`config.mk`:
```
export PLATFORM = sky130hd
export DESIGN_NAME = calculator_core
export DESIGN_NICKNAME = d
export VERILOG_FILES = /design/src/rtl/calculator_core.sv
export SDC_FILE = /design/constraint.sdc
export NUM_CORES = 1
export LEC_CHECK = 0
export CAP_MARGIN = 20
export CORE_MARGIN = 3
export CORE_UTILIZATION = 30
export DETAILED_ROUTE_END_ITERATION = 6
export PLACE_DENSITY_LB_ADDON = 0.05
export SLEW_MARGIN = 10
export SYNTH_ARGS = -nofsm -noshare
export SYNTH_HDL_FRONTEND = slang
export SYNTH_SLANG_ARGS = --single-unit
```
`constraint.sdc`:
```
create_clock -name clk_clk -period 3.5 [get_ports clk_clk]
set_input_delay 0.35 -clock clk_clk [delete_from_list [all_inputs] [get_ports clk_clk]]
set_output_delay 0.35 -clock clk_clk [all_outputs]
set_load 0.01 [all_outputs]
```
`src/rtl/calculator_core.sv`:
```
// Multi-cycle integer calculator: single-cycle ADD/SUB, iterative shift-add MUL
// and restoring DIV, each finishing with a one-cycle DONE pulse.
module calculator_core #(
    parameter int WIDTH = 4
) (
    input  logic               clk_clk,
    input  logic               reset_reset,
    input  logic [WIDTH-1:0]   operand_a,
    input  logic [WIDTH-1:0]   operand_b,
    input  logic [1:0]         op_sel,
    input  logic               start,
    output logic               busy,
    output logic               done,
    output logic [2*WIDTH-1:0] result,
    output logic [WIDTH-1:0]   remainder,
    output logic               negative,
    output logic               error
);

    localparam int CW = $clog2(WIDTH);

    typedef enum logic [1:0] {
        ST_IDLE,
        ST_MUL,
        ST_DIV,
        ST_DONE
    } state_t;

    state_t               state_reg, state_next;
    logic [2*WIDTH-1:0]   work_a_reg, work_a_next;
    logic [WIDTH-1:0]     work_b_reg, work_b_next;
    logic [2*WIDTH-1:0]   acc_reg, acc_next;
    logic [CW-1:0]        cnt_reg, cnt_next;
    logic [2*WIDTH-1:0]   result_reg, result_next;
    logic [WIDTH-1:0]     remainder_reg, remainder_next;
    logic                 negative_reg, negative_next;
    logic                 error_reg, error_next;

    logic [2*WIDTH-1:0]   mul_sum;
    logic [WIDTH:0]       div_shift;
    logic [WIDTH:0]       div_rem;
    logic                 div_ge;
    logic [WIDTH-1:0]     div_quot;
    logic                 last_step;

    always_comb begin
        // MUL: work_a holds the shifting multiplicand, work_b the shifting multiplier.
        mul_sum   = acc_reg + (work_b_reg[0] ? work_a_reg : '0);
        // DIV: acc holds the partial remainder, work_a shifts dividend out / quotient in.
        div_shift = {acc_reg[WIDTH-1:0], work_a_reg[WIDTH-1]};
        div_ge    = (div_shift >= {1'b0, work_b_reg});
        div_rem   = div_ge ? (div_shift - {1'b0, work_b_reg}) : div_shift;
        div_quot  = {work_a_reg[WIDTH-2:0], div_ge};
        last_step = (cnt_reg == CW'(WIDTH - 1));
    end

    always_comb begin
        state_next     = state_reg;
        work_a_next    = work_a_reg;
        work_b_next    = work_b_reg;
        acc_next       = acc_reg;
        cnt_next       = cnt_reg;
        result_next    = result_reg;
        remainder_next = remainder_reg;
        negative_next  = negative_reg;
        error_next     = error_reg;

        case (state_reg)
            ST_IDLE: begin
                if (start) begin
                    work_a_next = (2*WIDTH)'(operand_a);
                    work_b_next = operand_b;
                    acc_next    = '0;
                    cnt_next    = '0;
                    case (op_sel)
                        2'b00: begin
                            result_next    = (2*WIDTH)'(operand_a) + (2*WIDTH)'(operand_b);
                            remainder_next = '0;
                            negative_next  = 1'b0;
                            error_next     = 1'b0;
                            state_next     = ST_DONE;
                        end
                        2'b01: begin
                            result_next    = (2*WIDTH)'(operand_a) - (2*WIDTH)'(operand_b);
                            remainder_next = '0;
                            negative_next  = (operand_a < operand_b);
                            error_next     = 1'b0;
                            state_next     = ST_DONE;
                        end
                        2'b10: begin
                            state_next = ST_MUL;
                        end
                        default: begin
                            if (operand_b == '0) begin
                                result_next    = '1;
                                remainder_next = operand_a;
                                negative_next  = 1'b0;
                                error_next     = 1'b1;
                                state_next     = ST_DONE;
                            end else begin
                                state_next = ST_DIV;
                            end
                        end
                    endcase
                end
            end
            ST_MUL: begin
                acc_next    = mul_sum;
                work_a_next = work_a_reg << 1;
                work_b_next = work_b_reg >> 1;
                cnt_next    = cnt_reg + CW'(1);
                if (last_step) begin
                    result_next    = mul_sum;
                    remainder_next = '0;
                    negative_next  = 1'b0;
                    error_next     = 1'b0;
                    state_next     = ST_DONE;
                end
            end
            ST_DIV: begin
                acc_next    = (2*WIDTH)'(div_rem);
                work_a_next = (2*WIDTH)'(div_quot);
                cnt_next    = cnt_reg + CW'(1);
                if (last_step) begin
                    result_next    = (2*WIDTH)'(div_quot);
                    remainder_next = div_rem[WIDTH-1:0];
                    negative_next  = 1'b0;
                    error_next     = 1'b0;
                    state_next     = ST_DONE;
                end
            end
            default: begin
                state_next = ST_IDLE;
            end
        endcase
    end

    always_ff @(posedge clk_clk) begin
        if (reset_reset) begin
            state_reg     <= ST_IDLE;
            work_a_reg    <= '0;
            work_b_reg    <= '0;
            acc_reg       <= '0;
            cnt_reg       <= '0;
            result_reg    <= '0;
            remainder_reg <= '0;
            negative_reg  <= 1'b0;
            error_reg     <= 1'b0;
        end else begin
            state_reg     <= state_next;
            work_a_reg    <= work_a_next;
            work_b_reg    <= work_b_next;
            acc_reg       <= acc_next;
            cnt_reg       <= cnt_next;
            result_reg    <= result_next;
            remainder_reg <= remainder_next;
            negative_reg  <= negative_next;
            error_reg     <= error_next;
        end
    end

    assign busy      = (state_reg == ST_MUL) || (state_reg == ST_DIV);
    assign done      = (state_reg == ST_DONE);
    assign result    = result_reg;
    assign remainder = remainder_reg;
    assign negative  = negative_reg;
    assign error     = error_reg;

endmodule
```
==> results of run 1 <==
kinds of logic (layout without fill, tap and decap cells):
family | after synthesis | count (layout) | synth area share, %
AO/OA/AOI/OAI | 102 | 102 | 24.6
XOR/XNOR | 2 | 2 | 0.637
adder cells (fa/ha/maj) | 29 | 29 | 14.3
buffers and inverters | 39 | 62 | 7.14
flip-flops | 38 | 38 | 27.6
multiplexers | 8 | 8 | 2.96
AND/OR/NAND/NOR | 122 | 122 | 22.7
routing by layer:
metal	up-vias	part of all wire, %	track usage (%)
met5	-	0	0
met4	0	1.1	3.99
met3	7	3.6	2.82
met2	32	45	26.6
met1	1190	50	23.5
li1	1283	-	-
report_power, final:
| part | internal [uW] | switching (uW) |
|---|---|---|
| combinational | 485 | 712 |
| clock | 159 | 160 |
| sequential | 552 | 117 |
| total | 1200 | 989 |
final timing paths:
path | to | slack (ns) | depth (start not counted)
min | result[0]$_SDFFE_PP0P_ | 0.46 | 2
min reg2reg | result[0]$_SDFFE_PP0P_ | 0.46 | 2
max reg2reg | result[6]$_SDFFE_PP0P_ | 0.93 | 7
max | result[6]$_SDFFE_PP0P_ | 0.93 | 7
final cells by class:
| class | count | share of cell area [%] |
|---|---|---|
| Sequential cell | 38 | 23.9 |
| Inverter | 21 | 2.48 |
| Multi-Input combinational cell | 263 | 56.5 |
| Clock buffer | 7 | 2.72 |
| Tap cell | 108 | 4.25 |
| Timing Repair Buffer | 33 | 10.0 |
| Clock inverter | 1 | 0.157 |
stage by stage:
stage               utilization (%)  instances  area [sq um]  worst slack (ns)  hold WS, ns
floorplan                         -        340          2750              1.41        0.432
finish                         36.1        471          3180             0.930        0.461
global route                   36.1        471          3180             0.724        0.501
detailed placement             35.1        463          3090             0.918        0.449
global placement               35.1        463          3090             0.954        0.448
CTS                            36.1        471          3180             0.935        0.464
synth_stat cells, drive strengths merged, types with 2 or more instances:
cell type / n
nor2: 40
dfxtp: 38
nand2: 28
a21oi: 25
ha: 25
o21ai: 22
inv: 21
a211oi: 18
clkbuf: 12
nand2b: 8
and2: 7
mux2i: 7
a31oi: 6
buf: 6
nor2b: 6
nor3: 6
nand3: 5
a311oi: 4
fa: 4
nor4: 4
o31ai: 4
or3: 4
nand3b: 3
nor3b: 3
a221oi: 2
a2bb2oi: 2
nand4: 2
nand4b: 2
o2111ai: 2
o21a: 2
o21bai: 2
o311ai: 2
o31a: 2
or4b: 2
xor2: 2
critical path, cell delays in order (launching register included):
cell and delay [ns]:
sky130_fd_sc_hd__dfxtp_1 0.35, sky130_fd_sc_hd__inv_1 0.09, sky130_fd_sc_hd__ha_1 0.67, sky130_fd_sc_hd__nand2_2 0.28
sky130_fd_sc_hd__or4b_2 0.69, sky130_fd_sc_hd__o21ai_0 0.09, sky130_fd_sc_hd__nor3b_1 0.09, sky130_fd_sc_hd__a211oi_1 0.23
==> impl_results.md, run 1 <==
* WP data required at approximately 3.7 ns
* Most common cell after layout, fill and taps aside: sky130_fd_sc_hd__nor2_1
* Ys async rst share at 0%
* TritonCTS Buffers at 5
* Dominant cells by area after synthesis: sky130_fd_sc_hd__dfxtp_1 (28%), sky130_fd_sc_hd__ha_1 (11%), sky130_fd_sc_hd__nor2_1 (5.5%), sky130_fd_sc_hd__a211oi_1 (4.9%), sky130_fd_sc_hd__a21oi_1 (4.2%)
* Filler cell count in the final layout at approximately 940
* First-pass iteration count of the detailed router at 4
* Hold Fails Final Rpt at 0
* Peak supply drop at around 0.25 mV
* Sum of negative setup slack at 0 ns
* Number of antenna violations at the first check in global routing at 0
* HP Class: register to register
* Via count of the first global-routing pass at around 2,500
* Main flop type after synthesis: sky130_fd_sc_hd__dfxtp_1
* Antenna Violating Nets Remaining at 0
* Cts hold-fix bufs at 0
* Clock network latency to the later pin of the worst-skew pair at around 0.29 ns
* Total DRC errors in the routed layout at 0
* PD cells at about 700 nW/um^2
* Post-synth top area cell: sky130_fd_sc_hd__dfxtp_1
* Boundary Pins at 29
* Antenna Cells at 0
* Static power due to leakage at 0.00117 uW
* Maximum clock frequency at approximately 0.4 GHz
* Routability-driven placement congestion ratio at 0.825
* Worst R2R Start: state_reg[1]$_SDFFE_PP0P_
* Pin count of the biggest net entering global routing at 29
* Number of distinct library cells after synthesis at 57
* Synth Warn # at 0
* Launching element of the worst setup path: state_reg[1]$_SDFFE_PP0P_
* Worst-path clk slew at approximately 0.080 ns
* Start-to-end type of the worst setup path: register to register
* Post-synth net total at roughly 380
* Chip width at approximately 100 microns
* Synth Register Bits at 38
* Type of element launching the critical path: register
* Mapped Cells at 340
* Share of synthesized area occupied by flip-flops and latches at 27.6%
* Sink Count at 38
* Worst slew pin tran at just under 0.8 ns
* Buffer count from post-CTS setup fixing at 0
* Area of the core at 8810 sq um
* Die Outline Area at slightly above 10,000 sq um
* Clock tree from TritonCTS: built
* 1st-iter DRT viols at 84
* Remaining Overflow, GRT at 0
* Status: complete, no violations
* Vertical extent of the die at 102 microns
* Share of post-route cells with drive strength above 1 at 6.06%
* Core Rows at 34
* Post-synthesis instance area at ~2800 sq um
* Final total power at approximately 2200 uW
* Max-slew headroom at a little under half
* Routed wire length at 8030 microns
* Global-route wire length before repair at 13,400 microns
* Number of max-capacitance violations reported at 0
* Longest Clk Path Bufs at 2
* Estimated wirelength of the detail-placed design at between 6000 and 7000 microns
* Total number of vias at around 2,500
* GRT Total Usage at between 15 and 20%
* Setup clock skew after layout at approximately 0.011 ns
* Layout net count at about 400
* # port buffers at 28
* Synth top area share at 27.6%
* Slew Viols, Final at 0
* H-tree levels at 2
* Average wire length per cell after detail routing at 17.0 microns
* Vias per Instance at roughly 5.3
* Most frequent cells in the layout: sky130_fd_sc_hd__nor2_1 (40), sky130_fd_sc_hd__dfxtp_1 (38), sky130_fd_sc_hd__clkdlybuf4s50_1 (28)
* Initial core utilization at a little under a third
* Signed area change from the synthesized netlist to the final layout at 15.5%
* Final number of setup-violating endpoints at 0
* RSZ-0062 raised after global routing: false
* EDFF count, synth at 0
* Average size of a mapped cell at 8.09 sq um
* Combined flip-flop and latch cell area at 761 sq um
* # resized after CTS at 0
* Final critical-path required period at roughly 2.6 ns
* Data arrival time of the critical path at 2.78 ns
* Largest driver fanout on the critical path at 16
* Crit path capture type: register
* Share of the clock period used by the worst path at around 73%
* Startpoint of the most critical hold path: result[0]$_SDFFE_PP0P_
* CTS Root Cell: sky130_fd_sc_hd__clkbuf_8
* Multi-input gate area in the final layout at about 1800 sq um
Note: power is estimated with default switching activity, not from simulation.
==> run 2, diff against run 1 <==
Clock period 3.5 ns to 2.6 ns, I/O delays scaled along.
==> impl_results.md, run 2 (synthesis gave the netlist of run 1 again) <==
* Area of the core at between 8000 and 9000 sq um
* Remaining Overflow, GRT at 0
* H-tree levels at 2
* Signed area change from the synthesized netlist to the final layout at 18.8%
* RSZ-0062 raised after global routing: false
* Peak supply drop at approximately 0.44 mV
* Setup crit end: result[4]$_SDFFE_PP0P_
* Number of max-capacitance violations reported at 0
* Filler cell count in the final layout at 910
* Crit path capture type: register
* Crit-path cells: and2_1 -> ha_1 -> inv_1 -> fa_1 -> nor2b_1 -> o21ai_0 -> a211oi_1 -> o2111ai_1 -> a21oi_1
* Clock network latency to the later pin of the worst-skew pair at 0.29 ns
* Initial core utilization at between 30% and 40%
* Placed cell areas at 3180 sq um
* Core Rows at 34
* Setup clock skew after layout at ~0.0036 ns
* Vertical extent of the die at 102 microns
* Largest driver fanout on the critical path at 4
* Worst slew pin tran at between 0.7 and 0.8 ns
* Boundary Pins at 29
* Cts hold-fix bufs at 0
* Type of element launching the critical path: register
* Pin count of the biggest net entering global routing at between 40 and 50
* Final core utilization at 37.1%
* Antenna Violating Nets Remaining at 0
* Total DRC errors in the routed layout at 0
* Number of cell instances on the worst register-to-register path at 9
* TritonCTS Buffers at 5
* Slowest Stage Delay on Critical Path at between 0.4 and 0.5 ns
* Bufs and invs on worst path at 1
* Total number of vias at roughly 2,600
* Worst-case register-to-register setup slack at between 0.2 and 0.3 ns
* Data arrival time of the critical path at approximately 2.5 ns
* Global-route wire length before repair at roughly 13,000 microns
* Chip width at about 100 microns
* # resized after CTS at 0
* Most common cell after layout, fill and taps aside: sky130_fd_sc_hd__nor2_1
* Static power due to leakage at roughly 0.0012 uW
* Longest Clk Path Bufs at 2
* # port buffers at 28
* CTS Root Cell: sky130_fd_sc_hd__clkbuf_8
* Slowest cell on the critical path: sky130_fd_sc_hd__dfxtp_1
* Sum of negative setup slack at 0 ns
* Antenna Cells at 0
* Kind of cell with the highest combined delay on the critical path: compound AO/OA/AOI/OAI gates
* Cell area after layout at about 3300 sq um
* Final number of setup-violating endpoints at 0
* Status: complete, no violations
* Share of post-route cells with drive strength above 1 at under 10%
* Vias per Instance at 5.29
* Share of the clock period used by the worst path at about nine tenths
* Worst R2R End: result[4]$_SDFFE_PP0P_
* Launching element of the worst setup path: work_b_reg[0]$_SDFFE_PP0P_
* Worst-path clk slew at around 0.080 ns
* Clock tree from TritonCTS: built
* Maximum clock frequency at approximately 0.43 GHz
* Number of antenna violations at the first check in global routing at 0
* GRT Total Usage at 16.2%
* Cell count after placement at between 400 and 500
* Die Outline Area at ~10,000 sq um
* Sink Count at 38
* Most frequent cells in the layout: sky130_fd_sc_hd__nor2_1 (40), sky130_fd_sc_hd__dfxtp_1 (38), sky130_fd_sc_hd__clkdlybuf4s50_1 (28)
* Routed wire length at between 8000 and 9000 microns
* 1st-iter DRT viols at 93
* Max-slew headroom at about half
* WP data required at around 2.8 ns
* Via count of the first global-routing pass at around 2,400
* First-pass iteration count of the detailed router at 4
* Instance count on the critical path at 9
* Final standard cell count with taps included and fillers excluded at roughly 480
* Average wire length per cell after detail routing at 16.9 microns
* Start-to-end type of the worst setup path: register to register
* WHS at roughly 0.46 ns
* HP Class: register to register
* PD cells at between 900 and 1000 nW/um^2
* Estimated wirelength of the detail-placed design at 6360 microns
* Routability-driven placement congestion ratio at between 0.8 and 0.9
* Final critical-path required period at roughly 2.3 ns
* Buffer count from post-CTS setup fixing at 0
* Layout net count at approximately 420
* Slew Viols, Final at 0
* Hold Fails Final Rpt at 0
* Worst R2R Start: work_b_reg[0]$_SDFFE_PP0P_
[run 2: changes by cell type in the layout (fill, tap and decap cells not counted), sizes merged]
cell,previous run,this run
buf,5,17
[run 2: through the flow]
step | setup WS [ns] | power (uW)
detailed placement | 0.148 | 2580
global route | 0.0833 | 3260
finish | 0.286 | 3000
global placement | 0.163 | 2590
CTS | 0.255 | 3020
floorplan | 0.509 | 2010
[run 2: power breakdown]
part | switching, uW | internal (uW) | total (uW)
Sequential | 149 | 743 | 892
Clock | 216 | 214 | 430
Combinational | 983 | 692 | 1670
Total | 1350 | 1650 | 3000
[run 2: layout make-up]
class / count / area, sq um / area share (%)
multi-input cells: 263 / 1790 / 54.9
clock inverters: 1 / 5.00 / 0.153
repair buffers: 45 / 408 / 12.5
inverters: 21 / 78.8 / 2.41
well taps: 108 / 135 / 4.13
flip-flops and latches: 38 / 761 / 23.3
clock buffers: 7 / 86.3 / 2.64
[run 2: worst min-delay path by stage]
stage / startpoint / endpoint / cells after the start
2_1_floorplan: operand_b[3] / work_b_reg[3]$_SDFFE_PP0P_ / 2
3_3_place_gp: work_a_reg[7]$_SDFFE_PP0P_ / work_a_reg[7]$_SDFFE_PP0P_ / 2
3_5_place_dp: cnt_reg[1]$_SDFFE_PP0P_ / cnt_reg[1]$_SDFFE_PP0P_ / 2
4_1_cts: cnt_reg[1]$_SDFFE_PP0P_ / cnt_reg[1]$_SDFFE_PP0P_ / 2
5_1_grt: cnt_reg[1]$_SDFFE_PP0P_ / cnt_reg[1]$_SDFFE_PP0P_ / 2
6_report: cnt_reg[1]$_SDFFE_PP0P_ / cnt_reg[1]$_SDFFE_PP0P_ / 2
[run 2: routing by layer]
layer  global-route usage, %  up-vias  routed length, microns
li1                        -     1295                       -
met1                    22.5     1204                    4070
met2                    26.5       48                    3790
met3                    2.34        7                     206
met4                    3.68        0                      75
met5                       0        -                       0
[run 2: tightest hold or removal path, delay by kind of cell, from the launching register on]
kind | cells | cell delay [ns]
simple gates | 1 | 0.05
compound gates | 1 | 0.05
flops | 1 | 0.32
==> run 3, diff against run 2 <==
Settings changed: DONT_BUFFER_PORTS set to 1, SKIP_CTS_REPAIR_TIMING set to 1.
==> impl_results.md, run 3 (synthesis gave the netlist of run 1 again) <==
* HP Class: primary input to register
* Slowest cell on the critical path: sky130_fd_sc_hd__dfxtp_1
* WP data required at roughly 2.8 ns
* Global-route wire length before repair at approximately 14,000 microns
* Core Rows at 34
* Psw at between 1000 and 1500 uW
* Clock network latency to the later pin of the worst-skew pair at 0.30 ns
* Status: complete, no violations
* 1st-iter DRT viols at just over 80
* Worst slew pin tran at 0.549 ns
* Number of max-capacitance violations reported at 0
* Data arrival time of the critical path at roughly 2.4 ns
* Vertical extent of the die at around 100 microns
* Crit-path cells: and2_1 -> ha_1 -> inv_1 -> fa_1 -> nor2b_1 -> o31a_1 -> nor4_1 -> nor3b_1 -> a211oi_1
* Vias per Instance at around 5.5
* First-pass iteration count of the detailed router at 4
* Pin count of the biggest net entering global routing at 41
* Number of antenna violations at the first check in global routing at 0
* Signed area change from the synthesized netlist to the final layout at 5.59%
* Part of the total power dissipated in sequential elements at roughly 34%
* Internal power of the cells at between 1000 and 1500 uW
* Hold Fails Final Rpt at 0
* Final number of setup-violating endpoints at 0
* RSZ-0062 raised after global routing: false
* H-tree levels at 2
* WHS at approximately 0.019 ns
* Most frequent cells in the layout: sky130_fd_sc_hd__nor2_1 (40), sky130_fd_sc_hd__dfxtp_1 (38), sky130_fd_sc_hd__nand2_1 (27)
* Type of element launching the critical path: register
* Share of post-route cells with drive strength above 1 at 6.82%
* Initial core utilization at a little under a third
* Combined flip-flop and latch cell area at ~760 sq um
* Longest Clk Path Bufs at 2
* PD cells at 959 nW/um^2
* Net switching share of the total power at between 40% and 50%
* Slowest Stage Delay on Critical Path at 0.49 ns
* # port buffers at 0
* Peak supply drop at about 0.36 mV
* Slew Viols, Final at 0
* Share of the clock period used by the worst path at 88.0%
* Clock power frac at ~14%
* Most common cell after layout, fill and taps aside: sky130_fd_sc_hd__nor2_1
* Die Outline Area at 10,400 sq um
* Clock tree from TritonCTS: built
* Proportion of power drawn by combinational gates at around half
* Worst-path clk slew at 0.09 ns
* Largest driver fanout on the critical path at 10
* Sum of negative setup slack at 0 ns
* Crit path capture type: register
* Chip width at roughly 100 microns
* Maximum clock frequency at approximately 0.44 GHz
* Setup clock skew after layout at 0.0115 ns
* Routability-driven placement congestion ratio at 0.808
* Average wire length per cell after detail routing at about 19 microns
* Estimated wirelength of the detail-placed design at 6280 microns
* Antenna Cells at 0
* GRT Total Usage at between 10% and 20%
* Area of the core at between 8000 and 9000 sq um
* CTS Root Cell: sky130_fd_sc_hd__clkbuf_8
* Count of cells along the worst hold path at 1
* Final core utilization at 33.0%
* Boundary Pins at 29
* Max-slew headroom at between 60% and 70%
* Antenna Violating Nets Remaining at 0
* Total DRC errors in the routed layout at 0
* TritonCTS Buffers at 5
* Via count of the first global-routing pass at around 2,500
* Remaining Overflow, GRT at 0
* Total number of vias at approximately 2,400
* Layout net count at between 300 and 400
* Filler cell count in the final layout at between 900 and 1,000
* Static power due to leakage at 0.00107 uW
* Number of cell instances on the worst register-to-register path at 9
* Start-to-end type of the worst setup path: register to register
* Final critical-path required period at 2.29 ns
* Sink Count at 38
* Multi-input gate area in the final layout at roughly 1800 sq um
* Routed wire length at around 8300 microns
run 3: cell types whose count changed in the layout (fill, tap and decap cells not counted), sizes merged:
| cell | previous run | this run |
|---|---|---|
| clkdlybuf4s50 | 28 | 0 |
| buf | 17 | 8 |
| clkinv | 1 | 0 |
run 3: path summary, 6_finish.rpt:
kind	from	to	slack [ns]
worst min register to register	acc_reg[5]$_SDFFE_PP0P_	acc_reg[5]$_SDFFE_PP0P_	0.46
worst max-delay path	work_b_reg[0]$_SDFFE_PP0P_	result[6]$_SDFFE_PP0P_	0.31
worst min-delay path	reset_reset	cnt_reg[0]$_SDFFE_PP0P_	0.02
worst max register to register	work_b_reg[0]$_SDFFE_PP0P_	result[6]$_SDFFE_PP0P_	0.31
run 3: cell type report:
class	instances	share of cell area [%]
Multi-Input combinational cell	263	61.8
Sequential cell	38	26.2
Tap cell	108	4.65
Inverter	21	2.71
Clock buffer	7	2.63
Timing Repair Buffer	8	2.07
run 3: metal layers:
metal	routed length, microns	track usage, %
met5	0	0
met4	99	3.99
met3	299	3.03
met2	3920	28.3
met1	4000	22.9
run 3: worst max-delay path, delay by kind of cell (launching register included):
kind | cells | cell delay (ns)
fa+ha+maj | 2 | 0.54
compound gates | 2 | 0.34
flops | 1 | 0.49
buf+inv | 1 | 0.06
simple gates | 4 | 0.72
run 3: through the flow:
step | std cells | total power (uW) | cell area [sq um] | setup WS [ns]
after floorplan | 340 | 2010 | 2750 | 0.509
after global placement | 438 | 2410 | 2830 | 0.359
after detailed placement | 438 | 2400 | 2830 | 0.297
after CTS | 445 | 2820 | 2910 | 0.308
after global routing | 445 | 3040 | 2910 | 0.0399
final | 445 | 2780 | 2910 | 0.313
run 3: power groups by stage:
| stage | logic (uW) | clock network, uW | registers, uW |
|---|---|---|---|
| 6_report | 1450 | 405 | 934 |
| 5_1_grt | 1640 | 443 | 961 |
| 4_1_cts | 1450 | 425 | 939 |
| 3_5_place_dp | 1440 | 0 | 953 |
| 3_3_place_gp | 1460 | 0 | 952 |
| 2_1_floorplan | 1120 | 0 | 889 |
==> edit, RTL diff (config.mk and constraints of run 3) <==
The parameter `WIDTH` goes from 4 to 2.
--- a/src/rtl/calculator_core.sv
+++ b/src/rtl/calculator_core.sv
@@ -1,7 +1,7 @@
 // Multi-cycle integer calculator: single-cycle ADD/SUB, iterative shift-add MUL
 // and restoring DIV, each finishing with a one-cycle DONE pulse.
 module calculator_core #(
-    parameter int WIDTH = 4
+    parameter int WIDTH = 2
 ) (
     input  logic               clk_clk,
     input  logic               reset_reset,
Ports: changed (resized operand_a, operand_b, remainder and result); port bits go from 29 to 19. The function was not compared with the original's and may differ.
==> edit against run 3 <==
  * Die area decreased by 46%
  * Power decreased by 47%
  * Critical endpoint is now remainder[0]
  * Synthesized area decreased by 49%
  * Setup slack improved by 140 ps
  * Global-route usage decreased by 2.3 points
  * Routed wire length decreased by 56%
  * Design area decreased by 48%
  * Clock power decreased by 46%
  * Sequential power decreased by 42%
  * Critical path depth decreased by 3
  * Sequential cell count decreased by 17
  * Largest power group unchanged
==> edit: results (changes against run 3) <==
outcome completed; P_leak 0.579 nW (-46%); Iter 0 DRT Violations 72 (-13%); pre-CTS setup slack 474 ps (+178 ps); Max clock buf depth 2 (unchanged); Synth cell types 39 (-32%); Synth Area in Compound Gates 0.229 (-0.0173); count leader, synth nand2_1; Seq/Total Area, Yosys 0.298 (+0.0214); worst skew pair latency 260 ps (-40 ps); Total GRT Usage 0.147 (-0.0232); Post-DP Area 0.00146 mm² (-48%); htree depth 1 (-1); worst-path fanout max 12 (+2); TritonCTS Buffers 3 (-2); maximum vdd drop 0.444 mV (+25%); clock skew 4.37 ps (-7.18 ps); WL final 3670 µm (-56%); 1st-pass router iterations 4 (unchanged); XOR/XNOR Fraction of Synth Area 0.0248 (+0.0185); largest net degree at the start of global routing 25 (-39%); slew margin rel. 0.358 (-0.274); Synth top cells by count nand2_1 (23), dfxtp_1 (21), a21oi_1 (15), inv_1 (15), ha_1 (12); Post-Synth Adder-Cell Area 0.163 (+0.0203); Switch Pwr 0.671 mW (-49%); Final HPWL DP 2870 µm (-54%); number of global-route vias before repair 1222 (-51%); ranking of synthesized cells by area dfxtp_1 (30%), ha_1 (11%), nand2_1 (6.1%); post-DR vias/cell 5.33 (-2.4%); gpl congestion 0.846 (+4.6%); post-synthesis mux area share 0.0293 (-0.000304); fillcell total 479 (-50%); Tightest Hold Check Type in2reg; first-pass GRT wire length 6240 µm (-54%); share of cells above drive strength 1 0.0468 (-0.0215); syn nets 197 (-48%)
## edit: worst paths after layout
path | from | endpoint | slack (ps) | cells after the start
setup / recovery | state_reg[0] | remainder[0] | 460 | 6
setup reg to reg | state_reg[0] | remainder[0] | 460 | 6
hold / removal | reset_reset | acc_reg[0] | 60 | 1
hold reg to reg | work_a_reg[3] | work_a_reg[3] | 450 | 2
## edit: routing by layer
layer / global-route usage / routed length (µm) / vias to the layer above
met4: 0.0237 / 15 / 0
met3: 0.0365 / 142 / 2
li1: - / - / 602
met5: 0 / 0 / -
met2: 0.242 / 1770 / 15
met1: 0.199 / 1750 / 570
## edit: cell type report
type | count | area (µm²) | share of cell area
Inverter | 15 | 56.3 | 0.0373
Tap cell | 52 | 65.1 | 0.0432
Sequential cell | 21 | 420 | 0.279
Clock buffer | 4 | 45.0 | 0.0299
Timing Repair Buffer | 2 | 15.0 | 0.00996
Multi-Input combinational cell | 129 | 906 | 0.601
## edit: logic make-up after synthesis
logic type,after synthesis
buffers and inverters,22
flip-flops,21
AND/OR/NAND/NOR,57
AO/OA/AOI/OAI,48
XOR/XNOR,4
adder cells (fa/ha/maj),16
multiplexers,4
## edit: power by group through the flow
stage,combinational [mW],clock (mW),sequential [mW]
2_1_floorplan,0.565,0,0.517
3_3_place_gp,0.717,0,0.550
3_5_place_dp,0.721,0,0.557
4_1_cts,0.724,0.228,0.548
5_1_grt,0.828,0.238,0.561
6_report,0.717,0.218,0.545
## edit: through the flow
step,cells,hold WS [ps]
2_1_floorplan,172,364
3_5_place_dp,219,335
6_report,223,59.7
5_1_grt,223,50.3
3_3_place_gp,219,335
4_1_cts,223,51.6
## edit: worst max-delay path: stages (launching register included)
cell	delay (ps)
dfxtp_1	350
inv_1	90
ha_1	260
nand2_1	110
o2111ai_1	800
a21oi_1	110
a221oi_1	330
